$ cat src/rtl/alu_issue_stage.sv
// In-order ALU issue stage: RAW scoreboard, operand select and registered issue payload.
// Optional writeback-to-issue bypass is enabled by defining BYPASS_WB_EN.
module alu_issue_stage #(
  parameter int XLEN = 32,
  parameter int NREG = 32
) (
  input  logic                 clk,
  input  logic                 rst_n,
  input  logic                 i_dec_valid,
  output logic                 o_dec_ready,
  input  logic [2*XLEN+21:0]   i_dec_uop,
  output logic [4:0]           o_rf_rs1_addr,
  output logic [4:0]           o_rf_rs2_addr,
  input  logic [XLEN-1:0]      i_rf_rs1_data,
  input  logic [XLEN-1:0]      i_rf_rs2_data,
  input  logic                 i_wb_valid,
  input  logic [4:0]           i_wb_rd,
  input  logic [XLEN-1:0]      i_wb_data,
  input  logic                 i_stall,
  input  logic                 i_flush,
  output logic                 o_m_valid,
  output logic [2*XLEN+21:0]   o_m_uop,
  output logic [XLEN-1:0]      o_m_op1,
  output logic [XLEN-1:0]      o_m_op2,
  output logic [NREG-1:0]      o_busy
);

  // uop layout (MSB..LSB): alu_op[3:0], rd_we, use_pc, use_imm, rd, rs1, rs2, pc, imm
  localparam int P_RS2  = 2*XLEN;
  localparam int P_RS1  = 2*XLEN + 5;
  localparam int P_RD   = 2*XLEN + 10;
  localparam int P_UIMM = 2*XLEN + 15;
  localparam int P_UPC  = 2*XLEN + 16;
  localparam int P_RDWE = 2*XLEN + 17;

  logic [4:0]        rs1_s, rs2_s, rd_s;
  logic              rd_we_s, use_pc_s, use_imm_s;
  logic [XLEN-1:0]   pc_s, imm_s;
  logic              byp1_s, byp2_s;
  logic              haz1_s, haz2_s, hazard_s, accept_s;
  logic [XLEN-1:0]   rs1_val_s, rs2_val_s;

  logic [NREG-1:0]   busy_q, busy_d;
  logic              m_valid_q, m_valid_d;
  logic [2*XLEN+21:0] m_uop_q, m_uop_d;
  logic [XLEN-1:0]   m_op1_q, m_op1_d, m_op2_q, m_op2_d;

  assign rs1_s     = i_dec_uop[P_RS1 +: 5];
  assign rs2_s     = i_dec_uop[P_RS2 +: 5];
  assign rd_s      = i_dec_uop[P_RD +: 5];
  assign rd_we_s   = i_dec_uop[P_RDWE];
  assign use_pc_s  = i_dec_uop[P_UPC];
  assign use_imm_s = i_dec_uop[P_UIMM];
  assign pc_s      = i_dec_uop[XLEN +: XLEN];
  assign imm_s     = i_dec_uop[0 +: XLEN];

  assign o_rf_rs1_addr = rs1_s;
  assign o_rf_rs2_addr = rs2_s;

`ifdef BYPASS_WB_EN
  assign byp1_s = i_wb_valid && (i_wb_rd == rs1_s) && (rs1_s != 5'd0);
  assign byp2_s = i_wb_valid && (i_wb_rd == rs2_s) && (rs2_s != 5'd0);
`else
  logic unused_wb_data_s;
  assign unused_wb_data_s = ^i_wb_data;
  assign byp1_s = 1'b0;
  assign byp2_s = 1'b0;
`endif

  // Hazard detection, handshake and operand selection
  always_comb begin
    haz1_s = (rs1_s != 5'd0) && busy_q[rs1_s] && !byp1_s;
    haz2_s = (rs2_s != 5'd0) && busy_q[rs2_s] && !byp2_s;
    hazard_s = i_dec_valid && (haz1_s || haz2_s);
    o_dec_ready = !i_stall && !hazard_s;
    accept_s = i_dec_valid && o_dec_ready;

    if (rs1_s == 5'd0) begin
      rs1_val_s = {XLEN{1'b0}};
    end else if (byp1_s) begin
      rs1_val_s = i_wb_data;
    end else begin
      rs1_val_s = i_rf_rs1_data;
    end

    if (rs2_s == 5'd0) begin
      rs2_val_s = {XLEN{1'b0}};
    end else if (byp2_s) begin
      rs2_val_s = i_wb_data;
    end else begin
      rs2_val_s = i_rf_rs2_data;
    end
  end

  // Scoreboard and output register next state; a same-cycle set beats the writeback clear
  always_comb begin
    busy_d    = busy_q;
    m_valid_d = m_valid_q;
    m_uop_d   = m_uop_q;
    m_op1_d   = m_op1_q;
    m_op2_d   = m_op2_q;

    if (i_flush) begin
      busy_d    = {NREG{1'b0}};
      m_valid_d = 1'b0;
      m_uop_d   = {(2*XLEN+22){1'b0}};
      m_op1_d   = {XLEN{1'b0}};
      m_op2_d   = {XLEN{1'b0}};
    end else begin
      if (i_wb_valid) begin
        busy_d[i_wb_rd] = 1'b0;
      end else begin
        busy_d = busy_d;
      end
      if (accept_s && rd_we_s && (rd_s != 5'd0)) begin
        busy_d[rd_s] = 1'b1;
      end else begin
        busy_d = busy_d;
      end
      busy_d[0] = 1'b0;

      if (i_stall) begin
        m_valid_d = m_valid_q;
      end else if (accept_s) begin
        m_valid_d = 1'b1;
        m_uop_d   = i_dec_uop;
        m_op1_d   = use_pc_s ? pc_s : rs1_val_s;
        m_op2_d   = use_imm_s ? imm_s : rs2_val_s;
      end else begin
        m_valid_d = 1'b0;
      end
    end
  end

  // State registers
  always_ff @(posedge clk or negedge rst_n) begin
    if (!rst_n) begin
      busy_q    <= {NREG{1'b0}};
      m_valid_q <= 1'b0;
      m_uop_q   <= {(2*XLEN+22){1'b0}};
      m_op1_q   <= {XLEN{1'b0}};
      m_op2_q   <= {XLEN{1'b0}};
    end else begin
      busy_q    <= busy_d;
      m_valid_q <= m_valid_d;
      m_uop_q   <= m_uop_d;
      m_op1_q   <= m_op1_d;
      m_op2_q   <= m_op2_d;
    end
  end

  assign o_m_valid = m_valid_q;
  assign o_m_uop   = m_uop_q;
  assign o_m_op1   = m_op1_q;
  assign o_m_op2   = m_op2_q;
  assign o_busy    = busy_q;

endmodule

$ cat config.mk
export PLATFORM = sky130hd
export DESIGN_NAME = alu_issue_stage
export DESIGN_NICKNAME = d
export VERILOG_FILES = /design/src/rtl/alu_issue_stage.sv
export SDC_FILE = /design/constraint.sdc
export NUM_CORES = 1
export LEC_CHECK = 0
export ABC_CLOCK_PERIOD_IN_PS = 5200
export BUFFER_PORTS_ARGS = -buffer_cell sky130_fd_sc_hd__buf_2
export CAP_MARGIN = 30
export CORE_ASPECT_RATIO = 0.5
export CORE_MARGIN = 10
export CORE_UTILIZATION = 54
export CTS_BUF_LIST = sky130_fd_sc_hd__clkbuf_2
export DETAILED_ROUTE_END_ITERATION = 10
export PLACE_DENSITY_LB_ADDON = 0.15
export SYNTH_ARGS = -nofsm -noshare
export SYNTH_HDL_FRONTEND = slang
export SYNTH_SLANG_ARGS = --single-unit
$ cat constraint.sdc
create_clock -name clk -period 5.2 [get_ports clk]
set_input_delay 0.52 -clock clk [delete_from_list [all_inputs] [get_ports clk]]
set_output_delay 0.52 -clock clk [all_outputs]
set_load 0.01 [all_outputs]
# Word-level counts from Yosys, hierarchy flattened
# Index checks and enable logic that the tools add are counted.
# word_totals
elab_cells,62
regBits,183
input_bits,193
output_inout_bits,194
# classes
n_eq_ne,1
bitwise,3
magnitude_cmp,6
n_reduce_logical,19
mux,28
# op_table
cell,count
two-way mux 32 bit,14
two-way mux 86 bit,3
bitwise AND 32 bit,1
NOT 32 bit,1
OR 32 bit,1
"< comparator 5 x 6 -> 1 bit, second input constant",4
nonzero test 5 bit,3
binary-select mux 1 bit (select 5 bit),2
demux 1 bit (select 5 bit),2
"greater-or-equal comparator 5 x 1 -> 1 bit, second input constant",2
logical NOT 5 bit,2
logical AND 1 bit,9
two-way mux 1 bit,7
logical NOT 1 bit,2
"!= test 2 x 1 -> 1 bit, second input constant",1
AND reduction 2 bit,1
nonzero test 2 bit,1
logical OR 1 bit,1

# Depth between registers and ports, before layout
# Gate-level depths: netlist of the first run.
# logic_depth
ltp_word,12
ltp_mapped,9
mapped_depth_nobuf,6

# Worst setup path before layout of the first run
# No wires, ideal clock.
# synth_timing
path_type,input to output
from,input i_dec_uop[64]
to,output o_dec_ready
slack_ns,2.356
path_buffers,2
required_time_ns,4.680
stages,7
arrival_time_ns,2.324
path_cell_list,buf_6 > mux4_2 > mux2_4 > a221oi_4 > o32ai_4 > clkbuf_1 > a21oi_1
# synth_between
elab_chain_cells,7
elab_cells_between_ends,8
classes_between,mux (2); reduce/logical (6)
# synth_lines
item,line,rtl
start: declaration,11,"input logic [2*XLEN+21:0] i_dec_uop,"
binary-select mux 1 bit (select 5 bit),73,haz2_s = (rs2_s != 5'd0) && busy_q[rs2_s] && !byp2_s;
two-way mux 1 bit (not written as such),73,
logical AND 1 bit (*),73,
logical OR 1 bit (*),74,hazard_s = i_dec_valid && (haz1_s || haz2_s);
logical AND 1 bit (*),74,
logical NOT 1 bit (*),75,o_dec_ready = !i_stall && !hazard_s;
logical AND 1 bit (*),75,
end: declaration,10,"output logic o_dec_ready,"
# Every way passes the cells marked *; elsewhere a longest branch is shown, timed or not. The select of a mux whose other input is x is not followed.

# Worst setup path in the final report of the first run
# layout_timing
from,register busy_q[10] (netlist: o_busy[10])
to,output o_dec_ready
# layout_between
elab_chain_cells,7
elab_cells_between_ends,10
classes_between,mux (4); reduce/logical (6)
# layout_lines
item,line,rtl
start: declaration,43,"logic [NREG-1:0] busy_q, busy_d;"
start signal: assignment,138,busy_q <= {NREG{1'b0}};
start signal: assignment,144,busy_q <= busy_d;
"binary-select mux 1 bit (select 5 bit), on equally long branches","72, 73",
"two-way mux 1 bit, on equally long branches","72, 73",
"logical AND 1 bit, on equally long branches","72, 73",
logical OR 1 bit (*),74,
logical AND 1 bit (*),74,
logical NOT 1 bit (*),75,
logical AND 1 bit (*),75,
# Marked as above.

==> flow_summary.yaml, run 1 <==
outcome:
  status: "complete, no violations"
clock_network:
  htreeDepth: 4
  clock_latency_ns: 0.76
  tritoncts: "yes"
  cts_resized: 0
  cts_setup_buffers: 0
  cts_root_buffer: "clkbuf_2"
  clock-sinks: 182
  clkSlewWorstSetupHoldPaths_ns: 0.32
  clockBufferDepth: 2
  cts_made_buffers: 17
  hold_buffers: 78
final_layout:
  fillers: 1328
  fin_nets: 1481
  drive_gt1_share_pct: 39.58
  final_cell_count_no_fill: 1542
  layout.cells.most_common_list: "351 x buf_2, 182 x dfrtp_1, 129 x o21ai_0"
  layout.cells.most_common: "buf_2"
  syn_to_final_growth_pct: 29.51
power_and_ir_drop:
  irDropWorstVdd_mv: 0.1806
  power_density_nw_per_um2: 242.7
  power_w: 0.002990
  power.leakage_nw: 5.744
worst_setup_path:
  startpoint: "o_busy[10]"
  critPathLaunchType: "register"
  cp_data_required_time_ns: 4.68
  worstPathCellList: "mux4_2, or3b_2, a31oi_1, o32ai_4, buf_4, a21oi_1, buf_2"
  cp_max_fo: 52
  worstSetupEndpointType: "output pin"
  cp.depth: 7
  timing.rr.start: "o_busy[10]"
  worstSetupPathType: "reg2out"
  slowest_delay_ns: 0.50
  critPathTopFamily: "compound AO/OA/AOI/OAI gates"
  reg2reg_slack_ns: 1.71
  critPathBufInv: 2
  crit_path_end: "o_dec_ready"
  cp_slowest_cell: "mux4_2"
  cp.arrival_ns: 3.52
  rr_endpoint: "o_m_op2[29]"
  r2r_cells: 8
route:
  post_drt_wl_per_cell_um: 23.06
  vias: 9560
  drc_errors: 0
  drt_iter0_drc: 976
  ant_nets: 0
  vias_per_cell: 6.200
  dr.pass1.iters: 5
  routed_wl_um: 35560
logic_synthesis:
  synth_top_family_by_area: "compound AO/OA/AOI/OAI gates"
  synth_compound_area_share_pct: 30.85
  ys_seq_area_share_pct: 47.89
  synth_xor_area_share_pct: 0
  yosys_register_bits: 182
  synth-adder-area-share_pct: 0
  synth_edf_count: 0
  netlist_area_um2: 9510
  yosysWarnings: 0
  yosysUniqueCellTypes: 47
  netlist_instances: 929
  synthArstFlopShare_pct: 100.0
  synth-simple-area-share_pct: 10.88
  syn-num-nets: 1122
  postSynthAreaPerCell_um2: 10.24
  muxShareOfSynthArea_pct: 4.013
  ys.flop_type: "dfrtp_1"
timing:
  setup_viol: 0
  fmax_mhz: 247.6
  rsz0062_at_grt: "false"
  finalClockSkew_ns: 0.06449
  hold_viol: 0
  relSlewSlack_pct: 34.20
  finalSetupTns_ns: 0
  holdWs_ns: 0.1184
  fin_crit_sh_pct: 77.65
  tightest_slew_ns: 0.9870
  fin_crit_ns: 4.038
  drv_slew: 0
run:
  cap_violations: 0
placed_design:
  placed_cells: 1418
  port_buffers: 353
  place_hpwl_um: 23200
  gp_congestion: 0.8741
global_routing:
  grt_max_degree: 140
  grt_overflow_total: 0
  antenna_found_initial: 5
  track_usage_pct: 28.70
  grt_pass1_wl_um: 55050
  first_global_vias: 9708
worst_hold_path:
  hold_class: "in2reg"
floorplan:
  die_area_um2: 23640
  num_rows: 34
  die_h_um: 113.8
  core_um2: 17310
  start_util_pct: 54.93
  die_w_um: 207.7
  io_pins: 387
## logic make-up after synthesis
logic type             count (synthesis)
flip-flops                           182
AO/OA/AOI/OAI                        424
buffers and inverters                114
multiplexers                          21
other                                  1
AND/OR/NAND/NOR                      187
## how the worst min path moves through the flow
| stage | start | endpoint | slack [ns] | cells after the start |
|---|---|---|---|---|
| 2_1_floorplan | rst_n | o_busy[10] | 0.22 | 0 |
| 3_3_place_gp | o_m_valid | o_m_valid | 0.52 | 2 |
| 3_5_place_dp | o_m_valid | o_m_valid | 0.53 | 2 |
| 4_1_cts | i_dec_uop[75] | o_m_uop[75] | 0.008 | 3 |
| 5_1_grt | i_rf_rs2_data[7] | o_m_op2[7] | 0.009 | 3 |
| 6_report | i_rf_rs1_data[5] | o_m_op1[5] | 0.12 | 3 |
## layer usage
layer	up-vias	wire length (µm)	GRT usage [%]
met1	4736	13520	34.02
met4	0	1498	14.49
met5	-	0	0
met3	117	3063	8.568
li1	4188	-	-
met2	519	17470	47.31
## flip-flops by register name, summed over array words and instances, names as in the netlist
| name | flops |
|---|---|
| o_busy | 31 |
| o_m_uop | 86 |
| o_m_op1 | 32 |
| o_m_valid | 1 |
| o_m_op2 | 32 |
## where the power goes
part | leakage, nW | switching [W] | total, W | internal [W]
logic | 3.07 | 0.000400 | 0.000639 | 0.000239
clock network | 0.168 | 0.000525 | 0.000849 | 0.000324
registers | 2.50 | 0.0000310 | 0.00150 | 0.00147
## cells in the mapped netlist, types with 2 or more instances
library cell    n  area, µm²
dfrtp_1       182       4554
o21ai_0       129      645.6
a21oi_1       126      630.6
nand3_1        90      450.4
a22oi_1        64      480.5
clkbuf_1       62      232.7
a211oi_2       60      750.7
a21oi_2        28      245.2
buf_4          27      202.7
nand2_1        26      97.59
nand3b_1       20      150.1
nor2b_1        20      125.1
mux4_2         13      292.8
buf_2          10      50.05
buf_6           8      90.09
nor2_1          6      22.52
nor3b_1         6      45.04
a211oi_1        4      30.03
and3_1          4      25.02
inv_1           4      15.01
mux2i_1         4      40.04
buf_1           3      11.26
mux2_2          3      33.78
a31oi_1         2      12.51
a41o_1          2      20.02
and3b_1         2      17.52
nand2b_1        2      12.51
nor3_1          2      10.01
or3b_2          2      17.52
## stage by stage
stage | util, % | setup WS, ns | cell area [µm²]
2_1_floorplan | - | 2.356 | 9510
3_3_place_gp | 64.48 | 1.366 | 11160
3_5_place_dp | 64.48 | 1.295 | 11160
4_1_cts | 70.63 | 1.106 | 12230
5_1_grt | 71.09 | 0.9286 | 12310
6_report | 71.14 | 1.162 | 12320
## worst reg2reg max path: stages, from the launching register on
cell,delay (ns)
dfrtp_1,0.48
mux4_2,0.50
or3b_2,0.46
a31oi_1,0.38
o32ai_4,0.26
buf_4,0.30
nor2_4,0.11
buf_4,0.64
a211oi_2,0.22
## layout make-up
cell class	instances	area, µm²	area share (%)
multi-input cells	633	4383	35.59
flip-flops and latches	182	4554	36.98
clock inverters	14	193.9	1.575
clock buffers	18	90.09	0.7314
well taps	234	292.8	2.377
repair buffers	450	2770	22.49
inverters	4	15.01	0.1219
diodes	7	17.52	0.1422
Note: power is estimated with default switching activity, not from simulation.
==> run 2: changes to the inputs <==
Settings changed: ABC_CLOCK_PERIOD_IN_PS 5200 to 3720, CORE_UTILIZATION 54 to 50.
Clock period 5.2 ns to 3.72 ns, I/O delays scaled along.
==> run 2 against run 1 <==
Against the previous run:
- non-clock buffer count up 73
- first-iteration DRC count up 15%
- cell count up 6.5%
- design area up 6.3%
- largest cell class unchanged
- core utilization down 0.45 points
- total power up 37%
- sequential share of layout area down 2.2 points
==> flow_summary.yaml, run 2 (same netlist as run 1, synthesis figures left out) <==
clock_network:
  clock_latency_ns: 0.75
  clock-sinks: 182
  clockBufferDepth: 2
  cts_made_buffers: 17
  tritoncts: "yes"
  htreeDepth: 4
  cts_setup_buffers: 0
  cts_root_buffer: "clkbuf_2"
  clkSlewWorstSetupHoldPaths_ns: 0.27
worst_setup_path:
  r2r_cells: 7
  crit_path_end: "o_dec_ready"
  cp.arrival_ns: 3.23
  reg2reg_slack_ns: 0.66
  critPathLaunchType: "input port"
  startpoint: "i_dec_uop[69]"
  worstSetupEndpointType: "output pin"
  timing.rr.start: "o_busy[11]"
  cp_data_required_time_ns: 3.35
  rr_endpoint: "o_busy[29]"
  worstSetupPathType: "in2out"
  cp_max_fo: 22
outcome:
  status: "complete, no violations"
placed_design:
  place_hpwl_um: 23660
  placed_cells: 1446
  gp_congestion: 0.8931
  place_ws_ns: 0.4635
  port_buffers: 353
global_routing:
  grt_pass1_wl_um: 57900
  antenna_found_initial: 11
  track_usage_pct: 28.12
  grt_overflow_total: 0
  first_global_vias: 10136
  grt_max_degree: 118
power_and_ir_drop:
  power.leakage_nw: 6.047
  irDropWorstVdd_mv: 0.2376
  power_density_nw_per_um2: 313.2
route:
  post_drt_wl_per_cell_um: 22.92
  drt-met1-wl_um: 13970
  ant_nets: 0
  highest_layer: "met5"
  routed_wl_um: 37630
  dr_wl_met2_um: 18600
  drt_iter0_drc: 1124
  dr_wl_met3_um: 3448
  drc_errors: 0
  vias: 9991
  dr.pass1.iters: 6
  vias_per_cell: 6.085
timing:
  hold_viol: 0
  relSlewSlack_pct: 33.96
  fin_crit_ns: 3.601
  setup_viol: 0
  fmax_mhz: 277.7
  rsz0062_at_grt: "false"
  fin_crit_sh_pct: 96.80
  tightest_slew_ns: 0.9907
  finalClockSkew_ns: 0.04767
  worst_slack_ns: 0.1192
  finalSetupTns_ns: 0
  drv_slew: 0
floorplan:
  die_h_um: 117.5
  die_area_um2: 25270
  start_util_pct: 51.34
  num_rows: 35
  io_pins: 387
  die_w_um: 215.0
  core_um2: 18520
run:
  cap_violations: 0
final_layout:
  largest_register_ffs: 86
  fillers: 1394
  layout.cells.most_common: "buf_2"
  drive_gt1_share_pct: 37.65
  register_area_um2: 4554
  fin_nets: 1554
  syn_to_final_growth_pct: 37.69
  final_cell_count_no_fill: 1642
  multiInputGateArea_um2: 4397
  layout.cells.most_common_list: "351 x buf_2, 182 x dfrtp_1, 153 x dlygate4sd3_1"
worst_hold_path:
  hold_class: "in2reg"
-- run 2: worst min-delay path by stage --
stage	cells after the start	end	startpoint	slack, ns
after detailed placement	2	o_m_valid	o_m_valid	0.53
after floorplan	0	o_busy[10]	rst_n	0.08
after global routing	4	o_busy[30]	i_wb_rd[0]	0.04
final	4	o_busy[31]	i_wb_rd[1]	0.11
after global placement	2	o_m_valid	o_m_valid	0.52
after CTS	3	o_m_op2[25]	i_rf_rs2_data[25]	0.0009
-- run 2: layout make-up --
class	count	share of cell area, %
Sequential cell	182	34.78
Clock buffer	17	0.6497
Clock inverter	14	1.041
Tap cell	259	2.475
Timing Repair Buffer	523	27.17
Multi-Input combinational cell	633	33.58
Inverter	4	0.1147
Antenna cell	10	0.1911
-- run 2: timing repair --
action | CTS | global route
setup endpoints to repair | 0 | 1
hold buffers | 149 | 4
resized for setup | 0 | 1
hold endpoints to repair | 257 | 4
-- run 2: metrics by stage --
step                      hold WS, ns  util, %  instance area (µm²)  power (W)
after floorplan               0.07641        -                 9510   0.002611
after detailed placement       0.5257    60.80                11260   0.002953
after CTS                   0.0009279    70.05                12980   0.004083
after global placement         0.5209    60.80                11260   0.002935
final                          0.1113    70.69                13100   0.004101
after global routing          0.04268    70.69                13100   0.004267
-- run 2: power by group --
part	switching [W]	internal [W]
registers	0.0000446	0.00206
logic	0.000589	0.000395
clock network	0.000718	0.000300
-- run 2: metal layers --
| layer | global-route usage, % | vias to the layer above |
|---|---|---|
| li1 | - | 4337 |
| met1 | 33.15 | 4940 |
| met2 | 46.98 | 588 |
| met3 | 7.748 | 124 |
| met4 | 13.03 | 2 |
| met5 | 0 | - |
-- run 2: worst max-delay path: stages --
cell           delay [ns]
dlygate4sd3_1        0.52
buf_2                0.31
mux4_2               0.57
or3b_2               0.46
a31oi_2              0.29
o32ai_4              0.27
a21oi_1              0.25
buf_2                0.17
==> run 3: changes to the inputs <==
Settings changed: BUFFER_PORTS_ARGS -buffer_cell sky130_fd_sc_hd__buf_2 to -buffer_cell sky130_fd_sc_hd__buf_4.
==> run 3 against run 2 <==
Against the previous run:
- sequential share of layout area is 2.5 points lower
- via count is 0.89% higher
- global-route usage is 1.4 points higher
- design area is 7.9% higher
- combinational power is 12% higher
- clock skew is 0.022 ns higher
- worst setup slack better by 0.14 ns
- first-iteration DRC count is 9.1% lower
- non-clock buffer count is 9 higher
- highest routed layer is now met4
==> flow_summary.yaml, run 3 (same netlist as run 1, synthesis figures left out) <==
outcome:
  status: "complete, no violations"
floorplan:
  core_um2: 18520
  die_w_um: 215.0
  io_pins: 387
  die_h_um: 117.5
  start_util_pct: 51.34
  die_area_um2: 25270
  num_rows: 35
global_routing:
  grt_max_degree: 152
  first_global_vias: 10437
  grt_overflow_total: 0
  grt_pass1_wl_um: 60610
  antenna_found_initial: 8
  track_usage_pct: 29.57
timing:
  finalSetupTns_ns: 0
  fmax_mhz: 289.2
  finalClockSkew_ns: 0.07014
  drv_slew: 0
  relSlewSlack_pct: 39.66
  rsz0062_at_grt: "false"
  tightest_slew_ns: 0.9051
  setup_viol: 0
  fin_crit_ns: 3.458
  hold_viol: 0
  fin_crit_sh_pct: 92.97
worst_setup_path:
  worstSetupEndpointType: "output pin"
  worstPathCellList: "mux4_2, or3b_2, a31oi_1, o32ai_4, a21oi_1, buf_4"
  timing.rr.start: "o_busy[8]"
  reg2reg_slack_ns: 0.31
  cp_slowest_cell: "mux4_2"
  worstSetupPathType: "reg2out"
  slowest_delay_ns: 0.51
  cp_data_required_time_ns: 3.35
  critPathLaunchType: "register"
  r2r_cells: 8
  critPathBufInv: 1
  cp_max_fo: 5
  critPathTopFamily: "compound AO/OA/AOI/OAI gates"
  rr_endpoint: "o_m_uop[68]"
  cp.arrival_ns: 3.09
final_layout:
  layout.cells.most_common: "buf_4"
  largest_register_ffs: 86
  layout.cells.most_common_list: "356 x buf_4, 182 x dfrtp_1, 163 x dlygate4sd3_1"
  drive_gt1_share_pct: 37.53
  fin_nets: 1563
  final_cell_count_no_fill: 1651
  syn_to_final_growth_pct: 48.51
worst_hold_path:
  hold_class: "in2reg"
  min_to: "o_busy[6]"
  min_from: "i_wb_rd[4]"
  hold_path_depth: 5
clock_network:
  tritoncts: "yes"
  cts_root_buffer: "clkbuf_2"
  htreeDepth: 4
  hold_buffers: 162
  cts_setup_buffers: 0
  clkSlewWorstSetupHoldPaths_ns: 0.27
  cts_resized: 0
  clockBufferDepth: 2
  cts_made_buffers: 17
  clock_latency_ns: 0.76
  clock-sinks: 182
power_and_ir_drop:
  irDropWorstVdd_mv: 0.2321
  power.leakage_nw: 6.275
  power_density_nw_per_um2: 306.9
placed_design:
  place_hpwl_um: 24160
  gp_congestion: 0.9032
  port_buffers: 353
  placed_cells: 1445
route:
  vias_per_cell: 6.105
  routed_wl_um: 39040
  post_drt_wl_per_cell_um: 23.65
  drt_iter0_drc: 1022
  vias: 10080
  dr.pass1.iters: 6
  drc_errors: 0
  ant_nets: 0
run:
  cap_violations: 0
==> run 3: changes by cell type in the layout (fill, tap and decap cells not counted), sizes merged <==
cell / delta
clkinv: -4
inv: +3
clkbuf: +1
buf: -1
diode: -1
bufinv: +1
dlygate4sd3: +10
==> run 3: layout make-up <==
cell class,count,area (µm²)
antenna,9,22.52
sequential,182,4554
clock inverter,14,172.7
multi-input combinational,633,4390
timing repair buffer,532,4554
clock buffer,18,90.09
fill,1263,4400
tap,259,324.1
inverter,4,15.01
==> run 3: where the power goes <==
| part | switching [W] | internal, W |
|---|---|---|
| Clock | 0.000750 | 0.000386 |
| Combinational | 0.000601 | 0.000494 |
| Sequential | 0.0000476 | 0.00206 |
==> run 3: worst max path at each step <==
stage	startpoint	cells past startpoint	endpoint
finish	o_busy[8]	6	o_dec_ready
global route	o_busy[8]	6	o_dec_ready
CTS	o_busy[11]	6	o_dec_ready
detailed placement	i_dec_uop[69]	8	o_m_op1[7]
global placement	i_dec_uop[69]	8	o_m_op2[18]
floorplan	o_busy[11]	6	o_dec_ready
==> run 3: stage by stage <==
step / instance area (µm²) / worst slack [ns] / util [%] / power, W / hold WS, ns
global route: 14120 / 0.08166 / 76.23 / 0.004511 / 0.04007
global placement: 12160 / 0.5890 / 65.64 / 0.003038 / 0.5277
detailed placement: 12160 / 0.5240 / 65.64 / 0.003054 / 0.5349
floorplan: 9510 / 1.145 / - / 0.002611 / 0.07641
finish: 14120 / 0.2616 / 76.24 / 0.004335 / 0.08141
CTS: 14040 / 0.1921 / 75.81 / 0.004319 / 0.001465
==> run 3: worst min-delay path, stage by stage <==
cell	delay (ns)
buf_4	0.13
nor3b_1	0.09
nand2_1	0.07
nand3b_1	0.06
o21ai_0	0.06
==> run 3: metal layers <==
| metal | global-route usage, % | routed length [µm] |
|---|---|---|
| met1 | 35.38 | 14590 |
| met2 | 49.26 | 19340 |
| met3 | 7.055 | 3151 |
| met4 | 14.39 | 1954 |
| met5 | 0 | 0 |
